### config.mk
export PLATFORM = sky130hd
export DESIGN_NAME = rca64_seq_ctrl_flat
export DESIGN_NICKNAME = d
export VERILOG_FILES = /design/src/rtl/rca64_seq_ctrl_if.sv /design/src/rtl/rca64_seq_ctrl.sv /design/src/flat_wrapper.sv
export SDC_FILE = /design/constraint.sdc
export NUM_CORES = 1
export LEC_CHECK = 0
export BUFFER_PORTS_ARGS = -buffer_cell sky130_fd_sc_hd__buf_2
export CAP_MARGIN = 20
export CORE_MARGIN = 2
export CORE_UTILIZATION = 39
export DETAILED_ROUTE_END_ITERATION = 16
export SETUP_SLACK_MARGIN = 0.05
export SYNTH_ARGS = -nofsm -noshare
export SYNTH_HDL_FRONTEND = slang
export SYNTH_SLANG_ARGS = --single-unit
export TNS_END_PERCENT = 5
### constraint.sdc
create_clock -name clk -period 10.5 [get_ports clk]
set_input_delay 3.15 -clock clk [delete_from_list [all_inputs] [get_ports clk]]
set_output_delay 3.15 -clock clk [all_outputs]
set_load 0.01 [all_outputs]
### src/rtl/rca64_seq_ctrl_if.sv
// Handshake and data bundle for the sliced 64-bit add/subtract sequencer.
// The master side presents operands and consumes results; the slave side is the sequencer.
interface rca64_seq_ctrl_if;
  logic        in_valid;
  logic        in_ready;
  logic [63:0] a;
  logic [63:0] b;
  logic        sub;
  logic        c_in;
  logic        out_valid;
  logic        out_ready;
  logic [63:0] s;
  logic        c_out;
  logic        ovf;

  modport master (
    output in_valid, a, b, sub, c_in, out_ready,
    input  in_ready, out_valid, s, c_out, ovf
  );

  modport slave (
    input  in_valid, a, b, sub, c_in, out_ready,
    output in_ready, out_valid, s, c_out, ovf
  );
endinterface

### src/rtl/rca64_seq_ctrl.sv
// 64-bit add/subtract built from one SLICE_W-bit ripple slice reused over 64/SLICE_W cycles.
// A registered carry links consecutive slices; results are held until the consumer accepts them.
module rca64_seq_ctrl #(
  parameter int unsigned SLICE_W = 16
) (
  input  logic             clk,
  input  logic             rst_n,
  rca64_seq_ctrl_if.slave  bus
);
  localparam int unsigned N  = 64 / SLICE_W;
  localparam int unsigned KW = (N > 1) ? $clog2(N) : 1;

  typedef enum logic [1:0] {
    IDLE = 2'b00,
    RUN  = 2'b01,
    DONE = 2'b10
  } state_t;

  state_t              r_state;
  state_t              w_state_nxt;
  logic [KW-1:0]       r_k;
  logic                r_cy;
  logic [63:0]         r_a;
  logic [63:0]         r_b;
  logic [63:0]         r_s;
  logic                r_cout;
  logic                r_ovf;

  logic                w_accept;
  logic                w_last;
  logic [5:0]          w_lo;
  logic [SLICE_W-1:0]  w_a_sl;
  logic [SLICE_W-1:0]  w_b_sl;
  logic [SLICE_W-1:0]  w_sum;
  logic                w_c_msb;
  logic                w_c_next;

  assign w_lo   = 6'(r_k * SLICE_W);
  assign w_a_sl = r_a[w_lo +: SLICE_W];
  assign w_b_sl = r_b[w_lo +: SLICE_W];
  assign w_last = (r_k == KW'(N - 1));

  // Plain full-adder chain; the carry into the slice MSB is kept for overflow on the last slice.
  always_comb begin
    logic cc;
    cc       = r_cy;
    w_sum    = '0;
    w_c_msb  = 1'b0;
    for (int unsigned i = 0; i < SLICE_W; i++) begin
      if (i == SLICE_W - 1) w_c_msb = cc;
      w_sum[i] = w_a_sl[i] ^ w_b_sl[i] ^ cc;
      cc       = (w_a_sl[i] & w_b_sl[i]) | (cc & (w_a_sl[i] ^ w_b_sl[i]));
    end
    w_c_next = cc;
  end

  always_comb begin
    w_state_nxt = r_state;
    w_accept    = 1'b0;
    unique case (r_state)
      IDLE: begin
        if (bus.in_valid) begin
          w_accept    = 1'b1;
          w_state_nxt = RUN;
        end
      end
      RUN:     if (w_last) w_state_nxt = DONE;
      DONE:    if (bus.out_ready) w_state_nxt = IDLE;
      default: w_state_nxt = IDLE;
    endcase
  end

  always_ff @(posedge clk or negedge rst_n) begin
    if (!rst_n) r_state <= IDLE;
    else        r_state <= w_state_nxt;
  end

  always_ff @(posedge clk or negedge rst_n) begin
    if (!rst_n) begin
      r_k    <= '0;
      r_cy   <= 1'b0;
      r_a    <= '0;
      r_b    <= '0;
      r_s    <= '0;
      r_cout <= 1'b0;
      r_ovf  <= 1'b0;
    end else if (w_accept) begin
      r_a  <= bus.a;
      r_b  <= bus.sub ? ~bus.b : bus.b;
      r_cy <= bus.sub | bus.c_in;
      r_k  <= '0;
    end else if (r_state == RUN) begin
      r_s[w_lo +: SLICE_W] <= w_sum;
      r_cy                 <= w_c_next;
      if (w_last) begin
        r_cout <= w_c_next;
        r_ovf  <= w_c_msb ^ w_c_next;
      end else begin
        r_k <= r_k + 1'b1;
      end
    end
  end

  assign bus.in_ready  = (r_state == IDLE);
  assign bus.out_valid = (r_state == DONE);
  assign bus.s         = r_s;
  assign bus.c_out     = r_cout;
  assign bus.ovf       = r_ovf;
endmodule

### src/flat_wrapper.sv
// flat-port wrapper written by rule: the top's interface ports become plain ports
module rca64_seq_ctrl_flat 
#(
  parameter int unsigned SLICE_W = 16
)
  (clk, rst_n, bus_in_valid, bus_a, bus_b, bus_sub, bus_c_in, bus_out_ready, bus_in_ready, bus_out_valid, bus_s, bus_c_out, bus_ovf);
  rca64_seq_ctrl_if bus_i ();
  input  logic clk;
  input  logic rst_n;
  input wire logic [$bits(bus_i.in_valid)-1:0] bus_in_valid;
  input wire logic [$bits(bus_i.a)-1:0] bus_a;
  input wire logic [$bits(bus_i.b)-1:0] bus_b;
  input wire logic [$bits(bus_i.sub)-1:0] bus_sub;
  input wire logic [$bits(bus_i.c_in)-1:0] bus_c_in;
  input wire logic [$bits(bus_i.out_ready)-1:0] bus_out_ready;
  output wire logic [$bits(bus_i.in_ready)-1:0] bus_in_ready;
  output wire logic [$bits(bus_i.out_valid)-1:0] bus_out_valid;
  output wire logic [$bits(bus_i.s)-1:0] bus_s;
  output wire logic [$bits(bus_i.c_out)-1:0] bus_c_out;
  output wire logic [$bits(bus_i.ovf)-1:0] bus_ovf;
  assign bus_i.in_valid = bus_in_valid;
  assign bus_i.a = bus_a;
  assign bus_i.b = bus_b;
  assign bus_i.sub = bus_sub;
  assign bus_i.c_in = bus_c_in;
  assign bus_i.out_ready = bus_out_ready;
  assign bus_in_ready = bus_i.in_ready;
  assign bus_out_valid = bus_i.out_valid;
  assign bus_s = bus_i.s;
  assign bus_c_out = bus_i.c_out;
  assign bus_ovf = bus_i.ovf;
  rca64_seq_ctrl #(.SLICE_W(SLICE_W)) u_core (.clk(clk), .rst_n(rst_n), .bus(bus_i));
endmodule
==> results of run 1 <==
Yosys cell counts, types with 2 or more instances:
master	number	area, um^2
nor2_1	67	251.5
a22o_1	2	17.52
a21oi_1	65	325.3
xnor2_1	66	578.1
o2bb2ai_1	62	543.0
o21ai_0	4	20.02
clkbuf_1	10	37.54
mux2i_1	2	20.02
inv_1	35	131.4
nand3b_1	2	15.01
mux4_2	32	720.7
dfrtp_1	199	4980
fa_1	16	320.3
ha_1	6	75.07
nand4_1	2	12.51
nand2_1	8	30.03
nor2b_1	2	12.51
mux2_2	65	732.0
buf_2	35	175.2
worst paths after layout:
check	start	end	slack, ns	depth (start not counted)
max	u_core.r_k[0]	u_core.bus.s[15]	2.42	20
min	u_core.bus.s[34]	u_core.bus.s[34]	0.48	1
max reg2reg	u_core.r_k[0]	u_core.bus.s[15]	2.42	20
min reg2reg	u_core.bus.s[34]	u_core.bus.s[34]	0.48	1
max in group asynchronous	rst_n	u_core.r_k[1]	6.52	2
min in group asynchronous	rst_n	u_core.bus.s[50]	2.72	1
cells by family (layout without fill, tap and decap cells):
logic type               Yosys count  in the layout  synth area share (%)
AO/OA/AOI/OAI                    133            133                 9.981
XOR/XNOR                          66             66                 6.369
multiplexers                      99             99                 16.23
adder cells (fa/ha/maj)           22             22                 4.356
buffers and inverters             82            271                 3.998
other                              0              1                     0
flip-flops                       199            199                 54.87
AND/OR/NAND/NOR                   88             88                 4.205
sequential cells by signal, indices dropped and copies added (netlist names):
| register | count |
|---|---|
| u_core.r_k | 2 |
| u_core.bus.ovf | 1 |
| u_core.bus.c_out | 1 |
| u_core.r_state | 2 |
| u_core.r_a | 64 |
| u_core.r_b | 64 |
| u_core.bus.s | 64 |
| u_core.r_cy | 1 |
stage by stage:
stage	hold slack (ns)	cells	power, mW	utilization, %	area (um^2)
floorplan	0.4752	689	2.529	-	9076
global placement	0.4678	1133	3.091	45.26	10280
detailed placement	0.4685	1133	3.113	45.26	10280
CTS	0.4882	1163	3.786	47.86	10870
global route	0.4962	1163	4.038	47.86	10870
finish	0.4838	1164	3.751	47.87	10870
critical path, cell delays in order (launching register included):
cell	delay [ns]
dfrtp_2	0.72
buf_4	0.50
mux4_2	0.32
inv_1	0.06
fa_1	0.40
fa_1	0.39
fa_1	0.41
fa_1	0.41
fa_1	0.39
fa_1	0.39
fa_1	0.41
fa_1	0.40
fa_1	0.40
fa_1	0.44
fa_1	0.44
fa_1	0.47
fa_1	0.42
inv_1	0.10
fa_1	0.25
fa_1	0.43
a22o_1	0.21
per-layer routing:
layer  wire length, um  part of all wire (%)
met1             10820                    51
met3              1378                   6.5
met2              8885                    42
met5                 0                     0
met4               233                   1.1
report_power, final:
part	switching [mW]	total (mW)	leakage, nW	internal, mW
clock network	0.282	0.663	0.287	0.380
registers	0.202	1.30	2.41	1.09
logic	0.973	1.79	2.24	0.819
final cells by class:
type,count,share of cell area (%)
Multi-Input combinational cell,408,34.40
Antenna cell,1,0.02302
Tap cell,285,3.280
Timing Repair Buffer,206,9.817
Inverter,35,1.208
Clock buffer,23,4.580
Sequential cell,199,45.83
Clock inverter,7,0.8632
==> flow_summary.json, run 1 <==
{
  "most-common-layout-cells": "199 x buf_2, 197 x dfrtp_1, 67 x nor2_1, 66 x xnor2_1",
  "ff_latch_area_mm2": 0.004982,
  "cts_setup_buffers": 0,
  "synth_seq_cells": 199,
  "rsz0062_at_grt": "false",
  "setup_tns_ns": 0,
  "setup_violations": 0,
  "yosysWarningCount": 0,
  "layout_min_cycle_time_ns": 8.083,
  "rows": 55,
  "drive_above_1_share_pct": 38.27,
  "ys_seq_area_share_pct": 54.87,
  "layout_setup_ws_ns": 2.417,
  "drtPass1Iterations": 4,
  "routedWlPerCell_um": 18.31,
  "ir_worst_vdd_v": 0.0001572,
  "gp_congestion": 0.7364,
  "syn_area_mm2": 0.009076,
  "grtUsageMet3_pct": 4.320,
  "final.setup_skew_ns": 0.01122,
  "viasPerCell": 5.119,
  "initial_core_util_pct": 39.97,
  "syn_inst": 689,
  "cts_buffer_depth": 2,
  "layout_commonest_cell": "buf_2",
  "hold_viol_final": 0,
  "ys_types": 28,
  "multiInputGateArea_mm2": 0.003740,
  "synth_nets": 845,
  "p_leak_nw": 4.937,
  "flow.area_growth_from_synthesis_pct": 19.78,
  "avgSynthCellArea_um2": 13.17,
  "tritoncts": "done",
  "nets": 1023,
  "fp.dieArea_mm2": 0.02451,
  "track_usage_pct": 18.10,
  "clock-sinks": 199,
  "hp-class": "reg2reg",
  "first_iter_violations": 444,
  "crit_type": "reg2reg",
  "finalMaxSlewViolations": 0,
  "holdBufCountCts": 0,
  "grt-ovfl-total": 0,
  "tightestPinTransition_ns": 0.9926,
  "finalWirelength_um": 21320,
  "synth_edf_count": 0,
  "end_kind": "flip-flop",
  "grt_max_degree": 195,
  "startpoint_type": "flip-flop",
  "cap_violations": 0,
  "core-area_mm2": 0.02271,
  "clkTransAtPathRegs_ns": 0.07,
  "synthArstFlopShare_pct": 100.0,
  "required_ns": 10.82,
  "antenna_left": 0,
  "arrival_ns": 8.40,
  "fmax_mhz": 123.7,
  "synth_flop_cell": "dfrtp_1",
  "route.detailed.drc": 0,
  "antenna_found_initial": 1,
  "htreeDepth": 4,
  "grt_pass1_wl_um": 33480,
  "grtUsageMet1_pct": 27.99,
  "io_buffers": 201,
  "grt-busiest-layer": "met1",
  "globalRouteMet2Util_pct": 25.59,
  "status": "complete, no violations",
  "num_vias": 5958,
  "die_h_um": 156.6,
  "clkLatencyLatePin_ns": 0.43,
  "fin_crit_sh_pct": 76.98,
  "crit_fanout": 22,
  "slew_headroom_pct": 33.83,
  "powerDensity_mw_per_mm2": 345.0,
  "die_x_um": 156.6,
  "ios": 202,
  "ctsResizeCount": 0,
  "root_buffer": "clkbuf_16",
  "grt_pass1_vias": 5909,
  "pre_cts_ws_ns": 2.326,
  "hpwlAfterDp_um": 15070,
  "numCtsBuffers": 17,
  "fillers": 2112
}
Power figures use the tool's default switching activity.
==> run 2, diff against run 1 <==
ABC_AREA = 1   (was not set)
clock period = 6.5 ns   (was 10.5 ns; I/O delays follow)
==> run 2 against run 1 <==
Compared with the run above:
- the run now ends with setup timing left
- sequential power grew 62%
- die area grew 9.1%
- critical path depth grew 5
- final area grew 9.1%
- register-to-register slack lost 2.8 ns
- sequential share of layout area shrank 3.8 points
- global-route usage grew 3.0 points
- critical path type unchanged
- critical endpoint is now u_core.bus.s[47]
==> flow_summary.json, run 2 <==
{
  "powerDensity_mw_per_mm2": 562.1,
  "antenna_found_initial": 0,
  "setup_violations": 11,
  "track_usage_pct": 21.15,
  "cts_buffer_depth": 2,
  "rsz0062_at_grt": "true",
  "clkTransAtPathRegs_ns": 0.08,
  "holdWs_ns": 0.4748,
  "status": "finished, violations left",
  "route.detailed.drc": 0,
  "grt_pass1_wl_um": 43730,
  "final_cells": 1779,
  "grt-ovfl-total": 0,
  "synth_edf_count": 0,
  "final.setup_skew_ns": 0.008618,
  "flow.area_growth_from_synthesis_pct": 19.55,
  "layout_setup_ws_ns": -0.3952,
  "hpwlAfterDp_um": 20080,
  "fin_crit_sh_pct": 106.1,
  "rr_startpoint": "u_core.r_k[0]",
  "first_iter_violations": 581,
  "dp.cells": 1744,
  "worst_r2r_endpoint": "u_core.bus.s[47]",
  "cp_slowest_cell": "fa_2",
  "htreeDepth": 4,
  "initial_core_util_pct": 39.52,
  "synth_seq_cells": 199,
  "synthArstFlopShare_pct": 100.0,
  "critPathLaunch": "u_core.r_k[0]",
  "crit_type": "reg2reg",
  "nets": 1592,
  "reg2reg_slack_ns": -0.40,
  "p_leak_nw": 6.690,
  "layout_min_cycle_time_ns": 6.895,
  "drive_above_1_share_pct": 20.57,
  "synth_nets": 1417,
  "holdBufCountCts": 0,
  "drtPass1Iterations": 8,
  "ys_seq_area_share_pct": 50.19,
  "ys_types": 22,
  "io_buffers": 201,
  "antenna_left": 0,
  "syn_area_mm2": 0.009922,
  "layout_commonest_cell": "nand2_1",
  "tightestPinTransition_ns": 1.058,
  "num_vias": 8529,
  "p_total_mw": 6.667,
  "most-common-layout-cells": "693 x nand2_1, 199 x buf_2, 198 x dfrtp_1, 90 x nand3_1, 65 x xor2_1",
  "numCtsBuffers": 17,
  "die_x_um": 163.5,
  "violations": "setup timing",
  "finalWirelength_um": 27760,
  "rows": 58,
  "gp_congestion": 0.8533,
  "crit_fanout": 6,
  "yosysMostFrequentCell": "nand2_1",
  "synth_flop_cell": "dfrtp_1",
  "slew_headroom_pct": 29.20,
  "routedWlPerCell_um": 15.60,
  "grt_pass1_vias": 8250,
  "avgSynthCellArea_um2": 7.868,
  "r2r_cells": 25,
  "end_kind": "flip-flop",
  "finalMaxSlewViolations": 0,
  "fp.dieArea_mm2": 0.02673,
  "ios": 202,
  "critical_path.max_stage_delay_ns": 0.47,
  "yosysWarningCount": 0,
  "clkLatencyLatePin_ns": 0.43,
  "ir_worst_vdd_v": 0.0002824,
  "synth_top_cell_area_share_pct": 50.19,
  "clock-sinks": 199,
  "syn_inst": 1261,
  "fmax_mhz": 145.0,
  "num_antenna_cells": 0,
  "hp-class": "reg2reg",
  "yosysTopAreaCell": "dfrtp_1",
  "grt_max_degree": 110,
  "die_h_um": 163.5,
  "crit_end": "u_core.bus.s[47]",
  "viasPerCell": 4.794,
  "tritoncts": "done",
  "placed_cell_area_mm2": 0.01121,
  "required_ns": 6.82,
  "cpMostUsedCell": "fa_2",
  "arrival_ns": 7.22,
  "synth_area_leaders": "dfrtp_1 50%, nand2_1 26%, xor2_1 5.7%",
  "root_buffer": "clkbuf_16",
  "core-area_mm2": 0.02511,
  "synth_common_cells": "696 x nand2_1, 199 x dfrtp_1, 93 x nand3_1",
  "cap_violations": 0,
  "final_area_mm2": 0.01186,
  "hold_viol_final": 0,
  "startpoint_type": "flip-flop"
}
[run 2: changes by cell type after synthesis, sizes merged, moves of 5 or more]
cell,delta
xor2,+65
nand3,+94
nor2,-20
mux2,-65
mux4,-32
xnor2,-66
a21oi,-65
o211ai,+5
nand2,+690
o2bb2ai,-62
buf,+16
o21ai,+17
clkbuf,+8
[run 2: where the power goes]
group          internal [mW]  total [mW]  switching (mW)
sequential              1.77        2.11           0.341
combinational           1.28        3.49            2.21
clock                  0.584        1.07           0.488
total                   3.63        6.67            3.04
[run 2: worst min path at each step]
stage | end | slack [ns] | startpoint | cells past startpoint
after floorplan | u_core.r_a[62] | 0.44 | u_core.r_a[62] | 2
after CTS | u_core.bus.s[59] | 0.48 | u_core.bus.s[59] | 2
after detailed placement | u_core.bus.s[59] | 0.46 | u_core.bus.s[59] | 2
final | u_core.bus.s[59] | 0.47 | u_core.bus.s[59] | 2
after global placement | u_core.bus.s[57] | 0.46 | u_core.bus.s[57] | 2
after global routing | u_core.r_a[12] | 0.49 | u_core.r_a[12] | 2
[run 2: critical path: cells and delay by family (launching register included)]
kind | cells | cell delay (ns)
adders and majority gates | 16 | 5.72
DFF | 1 | 0.45
and+or+nand+nor | 6 | 0.41
buffers and inverters | 3 | 0.21
[run 2: cell type report]
type	count	area [um^2]
clock buffer	19	442.9
clock inverter	13	146.4
fill	2609	13250
inverter	37	142.6
multi-input combinational	954	4498
sequential	199	4981
tap	330	412.9
timing repair buffer	227	1237
[run 2: timing repair]
action,CTS,global route
endpoints found under the setup margin,12,14
hold endpoints to repair,0,0
resized for setup,9,6
pin swaps,5,1
buffers inserted,2,0
[run 2: logic make-up (layout without fill, tap and decap cells)]
kind of cell | after synthesis | in the layout | synth area share, %
AND/OR/NAND/NOR | 841 | 841 | 33.46
flip-flops | 199 | 199 | 50.19
buffers and inverters | 108 | 296 | 5.195
XOR/XNOR | 65 | 65 | 5.738
AO/OA/AOI/OAI | 26 | 26 | 1.438
adder cells (fa/ha/maj) | 22 | 22 | 3.985
[run 2: stage by stage]
stage	TNS, ns	util (%)	setup slack, ns
2_1_floorplan	-2.318	-	-0.3863
3_3_place_gp	-2.175	44.63	-0.3837
3_5_place_dp	-3.044	44.63	-0.4716
4_1_cts	-2.089	47.12	-0.3768
5_1_grt	-4.552	47.24	-0.5895
6_report	-2.341	47.24	-0.3952
[run 2: routing by layer]
metal	share of wire (%)	GRT usage, %	up-vias
met5	0	0	-
met4	2.1	5.343	0
met3	5.8	3.860	32
met2	47	34.87	257
met1	45	28.89	4040
li1	-	-	4200
==> run 3, diff against run 2 <==
==> constraint.sdc (replaced) <==
create_clock -name clk -period 6.5 [get_ports clk]
set_input_delay 0.65 -clock clk [delete_from_list [all_inputs] [get_ports clk]]
set_output_delay 0.65 -clock clk [all_outputs]
set_load 0.01 [all_outputs]
==> run 3 against run 2 <==
Compared with the run above:
- the flow still finishes with violations (setup timing)
- total power is 0.95% lower
- via count is 0.94% lower
- critical path depth stayed put
- core utilization is 0.22 points lower
- maximum frequency is 0.39% higher
- register-to-register slack better by 0.03 ns
- final area is 0.47% lower
- final cell count is 0.17% lower
- worst setup slack better by 0.027 ns
- worst hold slack worse by 0.12 ns
==> flow_summary.json, run 3 (same netlist as run 2, synthesis figures left out) <==
{
  "status": "finished, violations left",
  "violations": "setup timing",
  "nets": 1589,
  "setup_violations": 10,
  "finalWirelength_um": 27510,
  "drive_above_1_share_pct": 20.19,
  "ios": 202,
  "fp.dieArea_mm2": 0.02673,
  "arrival_ns": 7.21,
  "cp_num_buf_inv": 3,
  "multiInputGateArea_mm2": 0.004487,
  "htreeDepth": 4,
  "fillers": 2589,
  "hp-class": "in2async",
  "hpwlAfterDp_um": 19920,
  "rsz0062_at_grt": "true",
  "p_sw_share_pct": 46.24,
  "crit_family": "adder cells",
  "root_buffer": "clkbuf_16",
  "pre_cts_ws_ns": -0.4188,
  "rows": 58,
  "final_area_mm2": 0.01181,
  "dp.cells": 1741,
  "intPower_mw": 3.550,
  "final_cells": 1776,
  "layout_min_cycle_time_ns": 6.868,
  "clock-sinks": 199,
  "setup_tns_ns": -2.094,
  "gp_congestion": 0.8558,
  "slew_headroom_pct": 32.80,
  "crit_type": "reg2reg",
  "first_iter_violations": 635,
  "p_leak_nw": 6.669,
  "io_buffers": 201,
  "finalMaxSlewViolations": 0,
  "initial_core_util_pct": 39.52,
  "layout_commonest_cell": "nand2_1",
  "grt_pass1_wl_um": 43590,
  "final.setup_skew_ns": 0.01435,
  "final_util_pct": 47.02,
  "route.detailed.drc": 0,
  "routedWlPerCell_um": 15.49,
  "grt-ovfl-total": 0,
  "num_antenna_cells": 0,
  "cpMostUsedCell": "fa_2",
  "numCtsBuffers": 17,
  "antenna_found_initial": 0,
  "core-area_mm2": 0.02511,
  "ff_latch_area_mm2": 0.004981,
  "end_kind": "flip-flop",
  "tightestPinTransition_ns": 1.008,
  "startpoint_type": "flip-flop",
  "placed_cell_area_mm2": 0.01118,
  "hold_viol_final": 0,
  "clkTransAtPathRegs_ns": 0.08,
  "layout_setup_ws_ns": -0.3683,
  "die_x_um": 163.5,
  "crit_fanout": 5,
  "p_clk_share_pct": 15.9,
  "critical_path.max_stage_delay_ns": 0.46,
  "netSwitchingPower_mw": 3.053,
  "holdWs_ns": 0.3540,
  "cap_violations": 0,
  "powerDensity_mw_per_mm2": 559.4,
  "num_vias": 8449,
  "power_frac_comb_pct": 52.1,
  "p_seq_share_pct": 31.9,
  "track_usage_pct": 21.22,
  "cts_buffer_depth": 2,
  "most-common-layout-cells": "694 x nand2_1, 199 x buf_2, 198 x dfrtp_1, 91 x nand3_1, 65 x xor2_1",
  "antenna_left": 0,
  "viasPerCell": 4.757,
  "grt_max_degree": 123,
  "ir_worst_vdd_v": 0.0002355,
  "fin_crit_sh_pct": 105.7,
  "grt_pass1_vias": 8391,
  "required_ns": 6.84,
  "p_total_mw": 6.603,
  "tritoncts": "done",
  "clkLatencyLatePin_ns": 0.45,
  "fmax_mhz": 145.6,
  "die_h_um": 163.5,
  "cp_slowest_cell": "fa_2",
  "flow.area_growth_from_synthesis_pct": 18.98,
  "drtPass1Iterations": 5
}
-- run 3: worst paths after layout --
check	startpoint	endpoint	slack, ns	depth (start not counted)
worst max register to register	u_core.r_k[0]	u_core.bus.s[63]	-0.37	25
worst min register to register	u_core.bus.s[59]	u_core.bus.s[59]	0.48	2
worst max-delay path	u_core.r_k[0]	u_core.bus.s[63]	-0.37	25
min in group clk	bus_a[37]	u_core.r_a[37]	0.40	3
worst min-delay path	rst_n	u_core.bus.s[48]	0.35	1
max in group asynchronous	rst_n	u_core.r_k[0]	4.49	2
-- run 3: final cells by class --
type | instances | area share, %
clock buffer | 17 | 3.604
clock inverter | 15 | 1.304
inverter | 37 | 1.208
multi-input combinational | 954 | 38.01
sequential | 199 | 42.19
tap | 330 | 3.498
timing repair buffer | 224 | 10.19
-- run 3: worst reg2reg max path, delay by kind of cell, from the launching register on --
family                     cells  cell delay, ns
adders and majority gates     16            5.70
and+or+nand+nor                6            0.41
DFF                            1            0.45
buffers and inverters          3            0.22
-- run 3: power groups by stage --
stage	Clock [mW]	Sequential, mW	Combinational, mW
after floorplan	0	2.07	2.29
after global placement	0	2.12	3.33
after detailed placement	0	2.13	3.38
after CTS	1.07	2.11	3.42
after global routing	1.12	2.17	3.89
final	1.05	2.11	3.44
-- run 3: routing by layer --
layer  up-vias  wire length (um)  global-route usage (%)
li1       4207                 -                       -
met1      3958             12520                   29.13
met2       251             12700                   33.83
met3        33              1655                   4.368
met4         0               637                   6.699
met5         -                 0                       0
-- run 3: repair_timing --
| item | 4_1_cts | 5_1_grt |
|---|---|---|
| endpoints found under the setup margin | 11 | 15 |
| hold buffers | 0 | 0 |
| gates resized for setup | 2 | 8 |
| pin swaps | 6 | 4 |
| buffers inserted | 2 | 0 |
